## src/rtl/score_disp_bcd.sv

```systemverilog
// Binary score to BCD via a sequential double-dabble engine, scanned onto
// NUM_DIGITS active-low common-anode 7-segment digits with blanking and blink.
//
// state   | meaning
// --------+------------------------------------------------------------
// S_IDLE  | waiting for score_valid; display register holds last result
// S_SHIFT | SCORE_W shift-add-3 steps, one score bit per cycle
// S_DONE  | commit accumulator (or all-9s on overflow) to display register
module score_disp_bcd #(
   parameter int NUM_DIGITS  = 4,
   parameter int SCORE_W     = 14,
   parameter int REFRESH_DIV = 65536,
   parameter int BLINK_DIV   = 64
) (
   input  logic                  segclk,
   input  logic                  clr_n,
   input  logic [SCORE_W-1:0]    score,
   input  logic                  score_valid,
   input  logic                  blank_lz,
   input  logic                  blink_en,
   output logic [6:0]            seg,
   output logic [NUM_DIGITS-1:0] an,
   output logic                  busy,
   output logic                  ovf
);

   localparam int AW = (NUM_DIGITS + 1) * 4;
   localparam int DW = NUM_DIGITS * 4;
   localparam int CW = (SCORE_W > 1) ? $clog2(SCORE_W) : 1;
   localparam int PW = (REFRESH_DIV > 1) ? $clog2(REFRESH_DIV) : 1;
   localparam int IW = (NUM_DIGITS > 1) ? $clog2(NUM_DIGITS) : 1;
   localparam int FW = (BLINK_DIV > 1) ? $clog2(BLINK_DIV) : 1;

   localparam logic [CW-1:0] CNT_LAST = CW'(SCORE_W - 1);
   localparam logic [PW-1:0] PRE_TC   = PW'(REFRESH_DIV - 1);
   localparam logic [IW-1:0] IDX_LAST = IW'(NUM_DIGITS - 1);
   localparam logic [FW-1:0] FRM_TC   = FW'(BLINK_DIV - 1);

   typedef enum logic [1:0] {
      S_IDLE  = 2'd0,
      S_SHIFT = 2'd1,
      S_DONE  = 2'd2
   } state_t;

   state_t state, state_nx;

   logic [SCORE_W-1:0] sh;
   logic [AW-1:0]      acc;
   logic [AW-1:0]      acc_adj;
   logic [AW-1:0]      acc_shift;
   logic               shout;
   logic               ostk;
   logic [CW-1:0]      cnt;
   logic               pend;
   logic [SCORE_W-1:0] pend_val;
   logic               load;
   logic [SCORE_W-1:0] load_val;
   logic [DW-1:0]      disp;

   logic [PW-1:0]      pre;
   logic [IW-1:0]      idx;
   logic               pre_tc;
   logic               wrap;
   logic [FW-1:0]      fcnt;
   logic               phase;
   logic [3:0]         cur_dig;
   logic               cur_lz;
   logic               zrun;

   function automatic logic [6:0] seg_dec(input logic [3:0] d);
      case (d)
         4'd0:    seg_dec = 7'b1000000;
         4'd1:    seg_dec = 7'b1111001;
         4'd2:    seg_dec = 7'b0100100;
         4'd3:    seg_dec = 7'b0110000;
         4'd4:    seg_dec = 7'b0011001;
         4'd5:    seg_dec = 7'b0010010;
         4'd6:    seg_dec = 7'b0000010;
         4'd7:    seg_dec = 7'b1111000;
         4'd8:    seg_dec = 7'b0000000;
         4'd9:    seg_dec = 7'b0010000;
         default: seg_dec = 7'b1111111;
      endcase
   endfunction

   always_ff @(posedge segclk or negedge clr_n) begin
      if (!clr_n) state <= S_IDLE;
      else        state <= state_nx;
   end

   // A strobe landing in S_DONE is the newest value, so it wins over pend_val.
   always_comb begin
      state_nx = state;
      load     = 1'b0;
      load_val = score;
      case (state)
         S_IDLE: begin
            if (score_valid) begin
               load     = 1'b1;
               state_nx = S_SHIFT;
            end
         end
         S_SHIFT: begin
            if (cnt == '0) state_nx = S_DONE;
         end
         S_DONE: begin
            if (score_valid || pend) begin
               load     = 1'b1;
               state_nx = S_SHIFT;
               if (!score_valid) load_val = pend_val;
            end else begin
               state_nx = S_IDLE;
            end
         end
         default: state_nx = S_IDLE;
      endcase
   end

   assign busy = (state != S_IDLE);

   always_comb begin
      acc_adj = acc;
      for (int k = 0; k < NUM_DIGITS + 1; k++) begin
         if (acc[k*4 +: 4] >= 4'd5) acc_adj[k*4 +: 4] = acc[k*4 +: 4] + 4'd3;
      end
   end

   assign {shout, acc_shift} = {acc_adj, sh[SCORE_W-1]};

   // ostk catches bits pushed out of the top nibble for narrow NUM_DIGITS.
   always_ff @(posedge segclk or negedge clr_n) begin
      if (!clr_n) begin
         sh       <= '0;
         acc      <= '0;
         ostk     <= 1'b0;
         cnt      <= '0;
         pend     <= 1'b0;
         pend_val <= '0;
         disp     <= '0;
         ovf      <= 1'b0;
      end else begin
         if (load) begin
            sh   <= load_val;
            acc  <= '0;
            ostk <= 1'b0;
            cnt  <= CNT_LAST;
         end else if (state == S_SHIFT) begin
            sh   <= sh << 1;
            acc  <= acc_shift;
            ostk <= ostk | shout;
            cnt  <= cnt - 1'b1;
         end

         if (state == S_DONE) begin
            if ((acc[AW-1 -: 4] != 4'd0) || ostk) begin
               disp <= {NUM_DIGITS{4'h9}};
               ovf  <= 1'b1;
            end else begin
               disp <= acc[DW-1:0];
               ovf  <= 1'b0;
            end
         end

         if (state == S_DONE) begin
            pend <= 1'b0;
         end else if ((state != S_IDLE) && score_valid) begin
            pend     <= 1'b1;
            pend_val <= score;
         end
      end
   end

   assign pre_tc = (pre == PRE_TC);
   assign wrap   = pre_tc && (idx == IDX_LAST);

   always_ff @(posedge segclk or negedge clr_n) begin
      if (!clr_n) begin
         pre   <= '0;
         idx   <= '0;
         fcnt  <= '0;
         phase <= 1'b1;
      end else begin
         if (pre_tc) begin
            pre <= '0;
            idx <= (idx == IDX_LAST) ? '0 : idx + 1'b1;
         end else begin
            pre <= pre + 1'b1;
         end

         if (!blink_en) begin
            fcnt  <= '0;
            phase <= 1'b1;
         end else if (wrap) begin
            if (fcnt == FRM_TC) begin
               fcnt  <= '0;
               phase <= ~phase;
            end else begin
               fcnt <= fcnt + 1'b1;
            end
         end
      end
   end

   // zrun walks down from the most significant digit: true while all seen are 0.
   always_comb begin
      cur_dig = '0;
      cur_lz  = 1'b0;
      zrun    = 1'b1;
      for (int i = NUM_DIGITS - 1; i >= 0; i--) begin
         zrun = zrun && (disp[i*4 +: 4] == 4'd0);
         if (idx == IW'(i)) begin
            cur_dig = disp[i*4 +: 4];
            cur_lz  = zrun && (i != 0);
         end
      end
   end

   always_ff @(posedge segclk or negedge clr_n) begin
      if (!clr_n) begin
         seg <= 7'b1111111;
         an  <= '1;
      end else begin
         seg <= (blank_lz && !ovf && cur_lz) ? 7'b1111111 : seg_dec(cur_dig);
         an  <= (blink_en && !phase) ? '1 : ~(NUM_DIGITS'(1) << idx);
      end
   end

endmodule

```

## config.mk

```make
export PLATFORM = sky130hd
export DESIGN_NAME = score_disp_bcd
export DESIGN_NICKNAME = d
export VERILOG_FILES = /design/src/rtl/score_disp_bcd.sv
export SDC_FILE = /design/constraint.sdc
export NUM_CORES = 1
export LEC_CHECK = 0
export ABC_AREA = 1
export BUFFER_PORTS_ARGS = -buffer_cell sky130_fd_sc_hd__buf_2
export CAP_MARGIN = 20
export CORE_MARGIN = 3
export CORE_UTILIZATION = 33
export CTS_BUF_LIST = sky130_fd_sc_hd__clkbuf_16
export DETAILED_ROUTE_END_ITERATION = 10
export PLACE_DENSITY = 0.51
export SLEW_MARGIN = 25
export SYNTH_ARGS = -nofsm -noshare
export SYNTH_HDL_FRONTEND = slang
export SYNTH_SLANG_ARGS = --single-unit
```

## constraint.sdc

```tcl
create_clock -name segclk -period 2.27 [get_ports segclk]
set_input_delay 0.454 -clock segclk [delete_from_list [all_inputs] [get_ports segclk]]
set_output_delay 0.454 -clock segclk [all_outputs]
set_load 0.03 [all_outputs]
```

==> impl_metrics.xml <==
<?xml version="1.0" encoding="UTF-8"?>
<metrics>
  <group name="placed_design">
    <metric name="portBuffers" unit="">31</metric>
    <metric name="place_ws" unit="ps">275.8</metric>
    <metric name="hpwl" unit="mm">8.087</metric>
    <metric name="gp_congestion" unit="">0.8268</metric>
    <metric name="placedInstanceArea" unit="um^2">5928</metric>
  </group>
  <group name="global_route">
    <metric name="grt_max_degree" unit="">49</metric>
    <metric name="overflow" unit="">0</metric>
    <metric name="first_global_vias" unit="">4379</metric>
    <metric name="grt_antenna_before_repair" unit="">0</metric>
    <metric name="grt_first_pass_wirelength" unit="mm">20.22</metric>
    <metric name="global_route.usage.total" unit="%">13.48</metric>
  </group>
  <group name="sta">
    <metric name="max-slew-margin-rel" unit="%">68.66</metric>
    <metric name="layout_min_cycle_time" unit="ps">2006</metric>
    <metric name="slew_viol_final" unit="">0</metric>
    <metric name="post-route-worst-setup-slack" unit="ps">263.6</metric>
    <metric name="final_hold_viol_count" unit="">0</metric>
    <metric name="report.final.setup_viol" unit="">0</metric>
    <metric name="fin_setup_tns" unit="ps">0</metric>
    <metric name="worst_pin_slew" unit="ps">468.6</metric>
    <metric name="final_min_period_over_clock_period" unit="%">88.39</metric>
    <metric name="setup_repair_after_global_routing_missed_its_margin" unit="">no</metric>
    <metric name="skew" unit="ps">12.11</metric>
    <metric name="timing.fmax" unit="MHz">498.4</metric>
  </group>
  <group name="detailed_routing">
    <metric name="top_layer" unit="">met4</metric>
    <metric name="drtAntennaViolNets" unit="">0</metric>
    <metric name="routed-wl-met3" unit="um">518</metric>
    <metric name="viasPerCell" unit="">4.778</metric>
    <metric name="detailedRoute.firstIterationViolations" unit="">215</metric>
    <metric name="remaining_drc_errors" unit="">0</metric>
    <metric name="drt_pass1_iterations" unit="">4</metric>
    <metric name="met2WireLength" unit="mm">5.191</metric>
    <metric name="detailroute.via_count" unit="">4262</metric>
    <metric name="totalWireLength" unit="mm">11.32</metric>
    <metric name="route.layer.met1.wl" unit="mm">5.510</metric>
    <metric name="routed_wire_length_per_instance" unit="um">12.69</metric>
  </group>
  <group name="yosys">
    <metric name="synthesis.area" unit="um^2">5507</metric>
    <metric name="ys.warnings.count" unit="">0</metric>
    <metric name="yosys-top-cells-area" unit="">dfrtp_1 (44%), nand2_1 (9.0%), inv_1 (6.0%)</metric>
    <metric name="synth.net_count" unit="">675</metric>
    <metric name="number_of_flops_mapped_to_enable_cells_by_yosys" unit="">0</metric>
    <metric name="synth_ff_type" unit="">dfrtp_1</metric>
    <metric name="yosys.area.top_type" unit="">dfrtp_1</metric>
    <metric name="synth_sequential_area_ratio" unit="%">49.81</metric>
    <metric name="yosysTopAreaCellShare" unit="%">44.08</metric>
    <metric name="synth_cell_types" unit="">41</metric>
    <metric name="average_size_of_a_mapped_cell" unit="um^2">8.644</metric>
    <metric name="postSynthCellCount" unit="">637</metric>
    <metric name="yosys_register_bits" unit="">109</metric>
    <metric name="asyncSetResetFlopFracSynth" unit="%">100.0</metric>
  </group>
  <group name="finish">
    <metric name="layout.cell_area.non_filler" unit="um^2">6218</metric>
    <metric name="synthToLayoutAreaGrowth" unit="%">12.93</metric>
    <metric name="nets" unit="">709</metric>
    <metric name="n_antenna_cell" unit="">0</metric>
    <metric name="layout-drive-gt1-share" unit="%">15.38</metric>
  </group>
  <group name="floorplanning">
    <metric name="io-pin-count" unit="">32</metric>
    <metric name="die-height" unit="um">135.2</metric>
    <metric name="placementRows" unit="">46</metric>
    <metric name="floorplan.die_area" unit="um^2">18270</metric>
    <metric name="initial_core_util" unit="%">34.17</metric>
    <metric name="fp.coreArea" unit="um^2">16120</metric>
    <metric name="die_w" unit="um">135.2</metric>
  </group>
  <group name="worst_hold_path">
    <metric name="worst_hold_path_type" unit="">in2reg</metric>
    <metric name="worst_hold_stages" unit="">3</metric>
  </group>
  <group name="critical_path">
    <metric name="path_depth_of_the_worst_reg2reg_path" unit="">13</metric>
    <metric name="worst_ep_arrival_time" unit="ps">2300</metric>
    <metric name="critPathMaxFanout" unit="">8</metric>
    <metric name="worst-endpoint-required" unit="ps">2560</metric>
    <metric name="endpoint_kind" unit="">flop</metric>
    <metric name="critical_path.startpoint_type" unit="">flop</metric>
    <metric name="worst-setup-path-type" unit="">reg2reg</metric>
  </group>
  <group name="clock_tree">
    <metric name="clock_latency" unit="ps">350</metric>
    <metric name="cts.htree.levels" unit="">3</metric>
    <metric name="numClockSinks" unit="">109</metric>
    <metric name="numCtsBuffers" unit="">9</metric>
    <metric name="cts_tree" unit="">done</metric>
    <metric name="cts_setup_buffers" unit="">0</metric>
    <metric name="cts_hold_repair.buffers" unit="">1</metric>
    <metric name="cts.path.max_buffers" unit="">2</metric>
    <metric name="clockRootBuffer" unit="">clkbuf_16</metric>
    <metric name="post_cts_resized" unit="">0</metric>
    <metric name="cts.clk_slew.worst_paths" unit="ps">80</metric>
  </group>
  <group name="pwr">
    <metric name="p_leak" unit="nW">3.033</metric>
    <metric name="peakVddDrop" unit="mV">0.5347</metric>
    <metric name="power_per_cell_area" unit="nW/um^2">1175</metric>
    <metric name="total_power" unit="W">0.007309</metric>
  </group>
  <group name="flow_run">
    <metric name="maxCapViolations" unit="">0</metric>
  </group>
  <group name="run_status">
    <metric name="run_status" unit="">finished clean</metric>
  </group>
</metrics>
## final cells by class
class,count,area (um^2)
repair buffers,42,267.8
fillers,1665,9897
well taps,216,270.3
inverters,96,362.8
clock buffers,9,225.2
multi-input cells,413,2295
clock inverters,7,55.05
flip-flops and latches,109,2743
## cell usage after synthesis, drive strengths merged (12+ instances only)
master / n
o221ai: 12
nand3: 33
dfstp: 12
nor2: 51
a21oi: 26
o22ai: 20
nand2: 140
buf: 14
o21ai: 61
dfrtp: 97
ha: 19
inv: 95
xor2: 12
## worst max-delay path, cell delays in order, from the launching register on
cell and delay, ps:
dfrtp_1 420, inv_1 110, ha_1 310, inv_2 80, nand3_1 80, nand2_1 90, a21oi_4 200, inv_1 80
ha_1 300, inv_1 50, nand2_1 40, nand2_1 60, nand2_1 40, nand2_1 50
## cells in the final DEF (no fill, tap or decap), types with 19 or more instances in the layout
cell	count
nand2_1	132
nor2_1	42
o22ai_1	20
inv_1	88
nand3_1	31
o21ai_0	48
ha_1	19
a21oi_1	24
dfrtp_1	97
buf_2	30
## flip-flops by register name (all words and copies together), names as in the netlist, 2 cells and up
register	cells
acc	20
disp	16
pre	16
pend_val	14
sh	14
seg	7
fcnt	6
an	4
cnt	4
idx	2
state	2
## cells by family (layout without fill, tap and decap cells)
family / count (synthesis) / in the layout / share of synthesized area (%)
adder cells (fa/ha/maj): 19 / 19 / 4.317
AO/OA/AOI/OAI: 134 / 134 / 14.79
XOR/XNOR: 15 / 15 / 2.386
buffers and inverters: 115 / 154 / 8.521
flip-flops: 109 / 109 / 49.81
AND/OR/NAND/NOR: 245 / 245 / 20.18
## power breakdown
| group | switching [W] | internal (W) |
|---|---|---|
| logic | 0.00178 | 0.000998 |
| registers | 0.000360 | 0.00265 |
| clock network | 0.000754 | 0.000759 |
| total | 0.00290 | 0.00441 |
## layer usage
| layer | up-vias | track usage (%) |
|---|---|---|
| met5 | - | 0 |
| met4 | 0 | 3.863 |
| met3 | 6 | 3.975 |
| met2 | 82 | 22.21 |
| met1 | 2024 | 17.30 |
| li1 | 2150 | - |
## final timing paths
kind / startpoint / to / slack (ps)
setup / recovery: idx[0] / seg[3] / 260
hold / removal: score[10] / pend_val[10] / 310
setup reg to reg: idx[0] / seg[3] / 260
hold reg to reg: pre[0] / pre[0] / 470
max in group asynchronous: clr_n / acc[8] / 1180
min in group asynchronous: clr_n / pre[4] / 530
## per-stage QoR
step / std cells / hold WS (ps) / util, %
2_1_floorplan: 637 / 158.4 / -
3_3_place_gp: 875 / 373.1 / 36.79
3_5_place_dp: 875 / 372.4 / 36.79
4_1_cts: 892 / 291.6 / 38.59
5_1_grt: 892 / 299.1 / 38.59
6_report: 892 / 314.9 / 38.59
No activity file was read; power rests on OpenSTA's default activity.
